### src/rtl/gfx_pkg.sv
`default_nettype none
// ============================================================================
// Package     : gfx_pkg
// Description : Shared constants and types for the graphics frame register
//               bank: register address map, object register count, commit
//               FSM state encoding and the default chip-select value.
// Revision    : 1.0  initial release
// ============================================================================
package gfx_pkg;

    // Default bus chip-select value that addresses the frame register bank
    localparam logic [3:0] GFX_CS_DEFAULT   = 4'd2;

    // Number of object parameter registers (shadow/live pairs)
    localparam int         NUM_OBJ_REGS     = 10;

    // Register address map
    localparam logic [3:0] ADDR_PADDLE_1_X  = 4'd0;
    localparam logic [3:0] ADDR_PADDLE_1_Y  = 4'd1;
    localparam logic [3:0] ADDR_PADDLE_2_X  = 4'd2;
    localparam logic [3:0] ADDR_PADDLE_2_Y  = 4'd3;
    localparam logic [3:0] ADDR_BALL_X      = 4'd4;
    localparam logic [3:0] ADDR_BALL_Y      = 4'd5;
    localparam logic [3:0] ADDR_BALL_Z      = 4'd6;
    localparam logic [3:0] ADDR_P1_SCORE    = 4'd7;
    localparam logic [3:0] ADDR_P2_SCORE    = 4'd8;
    localparam logic [3:0] ADDR_GAME_STATE  = 4'd9;
    localparam logic [3:0] ADDR_COMMIT      = 4'd15;

    // Commit controller states
    typedef enum logic [0:0] {
        ST_IDLE  = 1'b0,
        ST_ARMED = 1'b1
    } gfx_state_e;

endpackage : gfx_pkg
`default_nettype wire

### src/rtl/gfx_shadow_reg.sv
`default_nettype none
// ============================================================================
// Module      : gfx_shadow_reg
// Description : One shadow/live register pair. CPU writes land in the shadow
//               register; a commit enable copies the shadow value (as it
//               stood before the edge) into the live register.
// Revision    : 1.0  initial release
//
// Ports:
//   clk          in   system clock
//   rst          in   synchronous active-high reset, clears both registers
//   wr_en_i      in   load wr_data_i into the shadow register
//   wr_data_i    in   shadow write data
//   commit_en_i  in   copy shadow register into live register
//   live_o       out  live register value
// ============================================================================
module gfx_shadow_reg #(
    parameter int DATA_W = 16
) (
    input  logic              clk,
    input  logic              rst,
    input  logic              wr_en_i,
    input  logic [DATA_W-1:0] wr_data_i,
    input  logic              commit_en_i,
    output logic [DATA_W-1:0] live_o
);

    logic [DATA_W-1:0] r_shadow_q;
    logic [DATA_W-1:0] r_live_q;

    // Both registers update on the same edge: the live copy takes the old
    // shadow value, so a write coinciding with a commit waits for the next one.
    always_ff @(posedge clk) begin
        if (rst) begin
            r_shadow_q <= '0;
            r_live_q   <= '0;
        end else begin
            if (wr_en_i) begin
                r_shadow_q <= wr_data_i;
            end
            if (commit_en_i) begin
                r_live_q <= r_shadow_q;
            end
        end
    end

    assign live_o = r_live_q;

endmodule : gfx_shadow_reg
`default_nettype wire

### src/rtl/gfx_frame_regs.sv
`default_nettype none
// ============================================================================
// Module      : gfx_frame_regs
// Description : Bus-side register bank with frame-synchronous commit. CPU
//               writes update shadow registers; a COMMIT write arms a
//               transfer of all shadow values to the live registers at the
//               next end-of-frame strobe, so renderers never see a mix of
//               old and new object state.
// Revision    : 1.0  initial release
//
// Ports:
//   clk             in   system clock
//   rst             in   synchronous active-high reset
//   chipselect      in   bus select, write when equal to GFX_CS
//   databus         in   write data
//   data_address    in   register index (0-9 objects, 15 commit)
//   frame_done      in   one-cycle end-of-frame pulse
//   paddle_*/ball_*/player_*_score/game_state  out  live object registers
//   commit_pending  out  commit armed
//   commit_pulse    out  one-cycle pulse after a commit edge
//   frame_count     out  wrapping count of frames since reset
// ============================================================================
module gfx_frame_regs
    import gfx_pkg::*;
#(
    parameter logic [3:0] GFX_CS = GFX_CS_DEFAULT,
    parameter int         DATA_W = 16
) (
    input  logic              clk,
    input  logic              rst,
    input  logic [3:0]        chipselect,
    input  logic [DATA_W-1:0] databus,
    input  logic [3:0]        data_address,
    input  logic              frame_done,
    output logic [DATA_W-1:0] paddle_1_x,
    output logic [DATA_W-1:0] paddle_1_y,
    output logic [DATA_W-1:0] paddle_2_x,
    output logic [DATA_W-1:0] paddle_2_y,
    output logic [DATA_W-1:0] ball_x,
    output logic [DATA_W-1:0] ball_y,
    output logic [DATA_W-1:0] ball_z,
    output logic [DATA_W-1:0] player_1_score,
    output logic [DATA_W-1:0] player_2_score,
    output logic [DATA_W-1:0] game_state,
    output logic              commit_pending,
    output logic              commit_pulse,
    output logic [DATA_W-1:0] frame_count
);

    // ------------------------------------------------------------------
    // Address decode
    // ------------------------------------------------------------------
    logic w_bus_wr;
    logic w_commit_wr;
    logic w_commit_en;

    assign w_bus_wr    = (chipselect == GFX_CS);
    assign w_commit_wr = w_bus_wr && (data_address == ADDR_COMMIT);

    // ------------------------------------------------------------------
    // Commit FSM
    // ------------------------------------------------------------------
    gfx_state_e r_state_q;
    gfx_state_e w_state_d;
    logic       r_commit_pending_q;
    logic       r_commit_pulse_q;

    // The transfer happens only when already armed; a COMMIT arriving with
    // frame_done in IDLE just arms for the following frame.
    assign w_commit_en = (r_state_q == ST_ARMED) && frame_done;

    always_comb begin
        w_state_d = r_state_q;
        case (r_state_q)
            ST_IDLE: begin
                if (w_commit_wr) begin
                    w_state_d = ST_ARMED;
                end
            end
            ST_ARMED: begin
                // A COMMIT in the commit cycle re-arms for the next frame
                if (frame_done && !w_commit_wr) begin
                    w_state_d = ST_IDLE;
                end
            end
            default: w_state_d = ST_IDLE;
        endcase
    end

    always_ff @(posedge clk) begin
        if (rst) begin
            r_state_q          <= ST_IDLE;
            r_commit_pending_q <= 1'b0;
            r_commit_pulse_q   <= 1'b0;
        end else begin
            r_state_q          <= w_state_d;
            r_commit_pending_q <= (w_state_d == ST_ARMED);
            r_commit_pulse_q   <= w_commit_en;
        end
    end

    assign commit_pending = r_commit_pending_q;
    assign commit_pulse   = r_commit_pulse_q;

    // ------------------------------------------------------------------
    // Frame counter
    // ------------------------------------------------------------------
    logic [DATA_W-1:0] r_frame_count_q;

    always_ff @(posedge clk) begin
        if (rst) begin
            r_frame_count_q <= '0;
        end else if (frame_done) begin
            r_frame_count_q <= r_frame_count_q + {{(DATA_W-1){1'b0}}, 1'b1};
        end
    end

    assign frame_count = r_frame_count_q;

    // ------------------------------------------------------------------
    // Object shadow/live register pairs, indexed by bus address
    // ------------------------------------------------------------------
    logic [DATA_W-1:0] w_live [NUM_OBJ_REGS];

    for (genvar gi = 0; gi < NUM_OBJ_REGS; gi++) begin : g_obj_regs
        logic w_wr_en;
        assign w_wr_en = w_bus_wr && (data_address == 4'(gi));

        gfx_shadow_reg #(
            .DATA_W (DATA_W)
        ) u_reg (
            .clk         (clk),
            .rst         (rst),
            .wr_en_i     (w_wr_en),
            .wr_data_i   (databus),
            .commit_en_i (w_commit_en),
            .live_o      (w_live[gi])
        );
    end

    assign paddle_1_x     = w_live[ADDR_PADDLE_1_X];
    assign paddle_1_y     = w_live[ADDR_PADDLE_1_Y];
    assign paddle_2_x     = w_live[ADDR_PADDLE_2_X];
    assign paddle_2_y     = w_live[ADDR_PADDLE_2_Y];
    assign ball_x         = w_live[ADDR_BALL_X];
    assign ball_y         = w_live[ADDR_BALL_Y];
    assign ball_z         = w_live[ADDR_BALL_Z];
    assign player_1_score = w_live[ADDR_P1_SCORE];
    assign player_2_score = w_live[ADDR_P2_SCORE];
    assign game_state     = w_live[ADDR_GAME_STATE];

endmodule : gfx_frame_regs
`default_nettype wire

### config.mk
export PLATFORM = sky130hd
export DESIGN_NAME = gfx_frame_regs
export DESIGN_NICKNAME = d
export VERILOG_FILES = /design/src/rtl/gfx_pkg.sv /design/src/rtl/gfx_shadow_reg.sv /design/src/rtl/gfx_frame_regs.sv
export SDC_FILE = /design/constraint.sdc
export NUM_CORES = 1
export LEC_CHECK = 0
export CORE_UTILIZATION = 30
export DETAILED_ROUTE_END_ITERATION = 7
export MAX_ROUTING_LAYER = met4
export PLACE_DENSITY_LB_ADDON = 0.2
export SLEW_MARGIN = 20
export SYNTH_ARGS = -nofsm -noshare
export SYNTH_HDL_FRONTEND = slang
export SYNTH_SLANG_ARGS = --single-unit
### constraint.sdc
create_clock -name clk -period 3.07 [get_ports clk]
set_input_delay 0.614 -clock clk [delete_from_list [all_inputs] [get_ports clk]]
set_output_delay 0.614 -clock clk [all_outputs]
set_load 0.01 [all_outputs]
# == Word level (Yosys, flattened, before mapping) ==
# Cells that the tools add are included.
# word_totals
inputBits,27
ff_bits,338
# classes
add_sub_neg,1
eq_ne,11
reduce_logical,15
bitwise,1
mux,3
# op_table
operator,count
$add 16x1->16 const B,1
$eq 4x3->1 const B,4
$logic_and 1x1->1,13
$eq 4x2->1 const B,3
$eq 4x4->1 const B,3
$eq 4x1->1 const B,1
$logic_not 4->1,1
$mux 1,2
$pmux 1 s2,1
$logic_not 1->1,1
$not 1->1,1

# == Logic depth before layout (Yosys ltp) ==
# depth
depth_word,6
depth_mapped,7
depth_no_buf,5

# == Modules after synthesis ==
# From an unflattened synthesis, not the netlist that was laid out.
# hier_totals
cells_unflattened,1137
hier_area_um2,12497.0
# modules_own_cells
module,cells_each,instances,area_per_inst_um2,seq_area_each_um2
gfx_shadow_reg,103,10,1157.4,640.6
gfx_frame_regs,107,1,923.4,360.3

# == Worst setup path before layout ==
# OpenSTA, ideal clock, no wires.
# synth_path
path_type,input-to-reg
startpoint,input port chipselect[0]
endpoint,register g_obj_regs[1].u_reg.r_shadow_q[0]
path_stages,7
path_buffers,3
arrival_ns,2.180
setup_slack_ns,0.750
setup_ns,0.140
cell_sequence,or4b_4 buf_6 or4_4 buf_6 buf_12 nand2_2 a21oi_2
# synth_via
elab_chain_cells,2
# synth_lines
item,line,text
from (decl),gfx_frame_regs.sv:31,"input logic [3:0] chipselect,"
$eq 4x2->1,gfx_frame_regs.sv:57,assign w_bus_wr = (chipselect == GFX_CS);
$logic_and 1x1->1,gfx_frame_regs.sv:127,assign w_wr_en = w_bus_wr && (data_address == 4'(gi));
to (signal assigned),gfx_shadow_reg.sv:39,r_shadow_q <= wr_data_i;
to (decl),gfx_shadow_reg.sv:28,logic [DATA_W-1:0] r_shadow_q;
# Every way passes these cells.
# A chain may end at the register's enable or synchronous reset.

# == Final worst setup path ==
# layout_path
startpoint,input port chipselect[0]
endpoint,register g_obj_regs[2].u_reg.r_shadow_q[6]
# layout_via
elab_chain_cells,2
# layout_lines
item,line
$eq 4x2->1,gfx_frame_regs.sv:57
$logic_and 1x1->1,gfx_frame_regs.sv:127
to (signal assigned),gfx_shadow_reg.sv:39
to (decl),gfx_shadow_reg.sv:28
# Every way passes these cells.

==> results <==
- The post-synthesis instance total is 1480.
- The initial antenna violation count was 1.
- Setup repair after global routing left no endpoint under its margin.
- The number of flops mapped to enable cells by yosys is 0.
- The largest stage delay on the critical path is around 820 ps.
- The warning count from the yosys run is 0.
- The number of clock buffers added by TritonCTS is 38.
- The worst-skew pair later-pin latency is roughly 540 ps.
- The wire length of the first global-routing pass is roughly 57000 um.
- The worst clock skew on the final layout is between 10 and 15 ps.
- The transition time of the tightest slew-check pin is 930 ps.
- The CTS H-tree depth is 2.
- The area inside the core boundary is between 30000 and 40000 um^2.
- The setup fix buffers added after clock tree synthesis is 0.
- In the final routed layout, each cell accounts on average for between 15 and 20 um.
- The area of placed instances is 14800 um^2.
- The final worst slack is between 600 and 700 ps.
- The path type of the worst setup path is input port to register.
- Measured along the y axis, the die boundary spans about 200 um.
- Summing internal, switching and leakage power gives slightly above 9000 uW.
- The finished layout cell area is between 15000 and 20000 um^2.
- The area enclosed by the die boundary is a little over 40000 um^2.
- The highest clock rate is 0.410 GHz.
- The detailed router finished its first iteration with between 500 and 600 violations.
- In this run the mean area of a mapped cell was 8.26 um^2.
- The number of vias after detailed routing is 10200.
- At the end of the flow, the number of nets in the layout was about 1700.
- The filler cell count is between 4000 and 5000.
- The dominant cell type by area after synthesis is dfxtp_1.
- The combined area of the multi-input logic cells is 4910 um^2.
- Yosys mapped the design onto 37 distinct sky130hd cell types.
- In this run the critical register-to-register path is launched from frame_count[3].
- The synthesized netlist occupies a cell area of roughly 12000 um^2.
- Pin placement for this block handled slightly above 200 I/O pins.
- In the routed design, unresolved DRC markers number 0.
- The final count of negative-setup-slack endpoints is 0.
- The first TritonRoute pass finished after 5 iterations.
- The worst hold path begins at g_obj_regs[0].u_reg.r_shadow_q[7].
- In the global route stage, overall resource usage came out at a little under a fifth.
- The number of global-route vias before repair was roughly 10000.
- The path with the worst hold slack has its endpoint at g_obj_regs[0].u_reg.live_o[7].
- Summing the sequential cell areas from Yosys gives 55.4% of the chip area.
- The smallest hold slack is around 450 ps.
- The synthesized net count is approximately 1500.
- STA classifies the critical path startpoint as an input port.
- Traced cell by cell, the critical path runs through clkdlybuf4s50_1, or4b_4, or4_1, nand2_1, a21oi_1.
- Leaving out fill and tap cells, the most frequent cells in the layout are nand2_1, dfxtp_1, a21oi_1.
- The data required time at the worst endpoint is around 3500 ps.
- Buffers inserted to repair hold after CTS numbered 0.
- The placed wire-length estimate is 22900 um.
- The total count of max-transition violations in the final report is 0.
- The count of final hold-check violations is 0.
- The worst slew margin relative to its limit is around 38%.
- In the finished design, the share of the clock period the worst path needs comes to between 70 and 80%.
- OpenSTA, run right after detailed placement, puts the worst setup slack at 82.6 ps.
- The slack of the worst reg-to-reg path is 1480 ps.
- Summed over all failing endpoints, the final setup total negative slack is 0 ps.
- The via count normalized by instance count is 4.63.
- By area the synthesized netlist is led by dfxtp_1, nand2_1, a21oi_1, clkbuf_1, mux2i_1.
- Max-cap violations in this run came to 0.
- Dividing total power by cell area gives a power density of 571 nW/um^2.
- No sink is reached through more buffers than the 3 on the longest clock path.
- In this run the worst path has a maximum fanout of 16.
- The total of buffers placed on input and output ports is a little over 200.
- After detailed routing, the total wire length is approximately 38000 um.
- In this run the clock root is driven by a clkbuf_16.
- At the worst endpoint, the arrival time is roughly 2900 ps.
- The initial cell density of the core is ~30%.
- The depth of the worst register-to-register path is 4.
- For this design the static power due to leakage is roughly 0.0053 uW.
- Once detail routing completed, the nets flagged for antenna violations numbered 0.
- Of the cells placed in the final design, the portion with a size suffix greater than 1 is 9.93%.
- The count of instances resized after the clock tree is built is 0.
- The fraction of registers with async set or reset after synthesis is 0%.
- Summing all flip-flop and latch instances after layout gives between 6000 and 7000 um^2.
- The flow ran to the end, and the final reports show no timing, DRC or antenna violations.
- The routed design could run at a clock period as short as about 2400 ps.
- The clock-pin slew on the worst setup and hold paths is around 60 ps.
- The prevailing post-synth register cell is dfxtp_1.
- Among all stages on the critical path, the largest delay is contributed by or4_1.
- STA classifies the critical path endpoint as a register.
- TritonCTS built the clock tree.
- The worst hold path passes through 2 cells.
- The end of the worst register-to-register path is frame_count[13].
- At the end of routability-driven placement, the weighted congestion stood at approximately 0.75.
- The commonest non-fill, non-tap cell in the layout is nand2_1.
- Entering global routing, the biggest net connects 91 pins.
- After synthesis, the largest area contributor takes up between 50% and 60% of total cell area.
- CTS saw ~340 sinks.
- The area added between synthesis and finish is 30.9%.
- The initialized floorplan defines 73 standard-cell rows.
- In this run, synthesis produced a sequential element count of between 300 and 400.
- In this run the worst hold path is classified as register to register.
- VDD sags by at most between 300 and 400 uV.
- The die is a little over 200 um wide.
- The overflow left after global routing is 0.
-- cells by family after synthesis --
kind of cell    Yosys count  synth area share (%)
compound gates          293                  13.0
xor+xnor                 13                 0.932
fa+ha+maj                 1                 0.102
buf+inv                 123                  4.49
flops                   338                  55.4
mux                      33                  2.70
simple gates            679                  23.4
-- metrics by stage --
stage                     util, %  instances
after floorplan                 -       1480
final                        40.1       2198
after detailed placement     37.0       2128
after global placement       37.0       2128
after global routing         40.1       2198
after CTS                    40.1       2197
-- flip-flops by register name (all words and copies together), names as in the netlist --
signal                       flops
commit_pending                   1
commit_pulse                     1
frame_count                     16
g_obj_regs.u_reg.live_o        160
g_obj_regs.u_reg.r_shadow_q    160
-- synthesized netlist by cell type, types with 2 or more instances --
| cell | count |
|---|---|
| xor2_1 | 5 |
| nand2_2 | 30 |
| mux2i_1 | 33 |
| nand2_1 | 555 |
| or4_1 | 4 |
| and4_1 | 2 |
| inv_1 | 2 |
| or4_4 | 3 |
| dfxtp_1 | 338 |
| buf_6 | 4 |
| nor3_1 | 3 |
| clkbuf_1 | 99 |
| nand3_1 | 5 |
| nor4_4 | 6 |
| nor2_1 | 49 |
| buf_2 | 14 |
| nor4_1 | 5 |
| nand4_1 | 7 |
| nand2b_1 | 2 |
| a21oi_2 | 30 |
| buf_8 | 2 |
| a21oi_1 | 260 |
| xnor2_1 | 8 |
-- worst max path at each step --
stage / startpoint / to / slack (ps) / cells past startpoint
2_1_floorplan: chipselect[0] / g_obj_regs[1].u_reg.r_shadow_q[0] / 750 / 7
5_1_grt: chipselect[0] / g_obj_regs[2].u_reg.r_shadow_q[7] / 550 / 5
6_report: chipselect[0] / g_obj_regs[2].u_reg.r_shadow_q[6] / 630 / 5
4_1_cts: chipselect[0] / g_obj_regs[2].u_reg.r_shadow_q[4] / 670 / 5
3_5_place_dp: chipselect[0] / g_obj_regs[2].u_reg.r_shadow_q[4] / 80 / 5
3_3_place_gp: chipselect[0] / g_obj_regs[7].u_reg.r_shadow_q[0] / 120 / 5
-- final cells by class --
class | instances | area share (%)
Antenna cell | 1 | 0.0156
Clock buffer | 63 | 7.24
Clock inverter | 6 | 0.375
Inverter | 3 | 0.0704
Multi-Input combinational cell | 1019 | 30.7
Sequential cell | 338 | 42.3
Tap cell | 525 | 4.11
Timing Repair Buffer | 243 | 15.2
-- power breakdown --
| group | internal, uW | switching [uW] |
|---|---|---|
| registers | 4390 | 6.36 |
| clock network | 2660 | 1800 |
| logic | 72.3 | 207 |
| total | 7120 | 2020 |
-- worst max-delay path: cells and delay by family --
kind	cells	cell delay [ps]
AOI/OAI and AO/OA	1	80
buffers and inverters	1	430
and+or+nand+nor	3	1700
-- per-layer routing --
layer	vias to the layer above	global-route usage, %	part of all wire (%)
met4	0	4.75	1.6
met5	-	-	0
met2	196	29.0	46
met1	4821	24.4	47
li1	5112	-	-
met3	45	3.89	4.9
(Power assumes the default switching activity.)
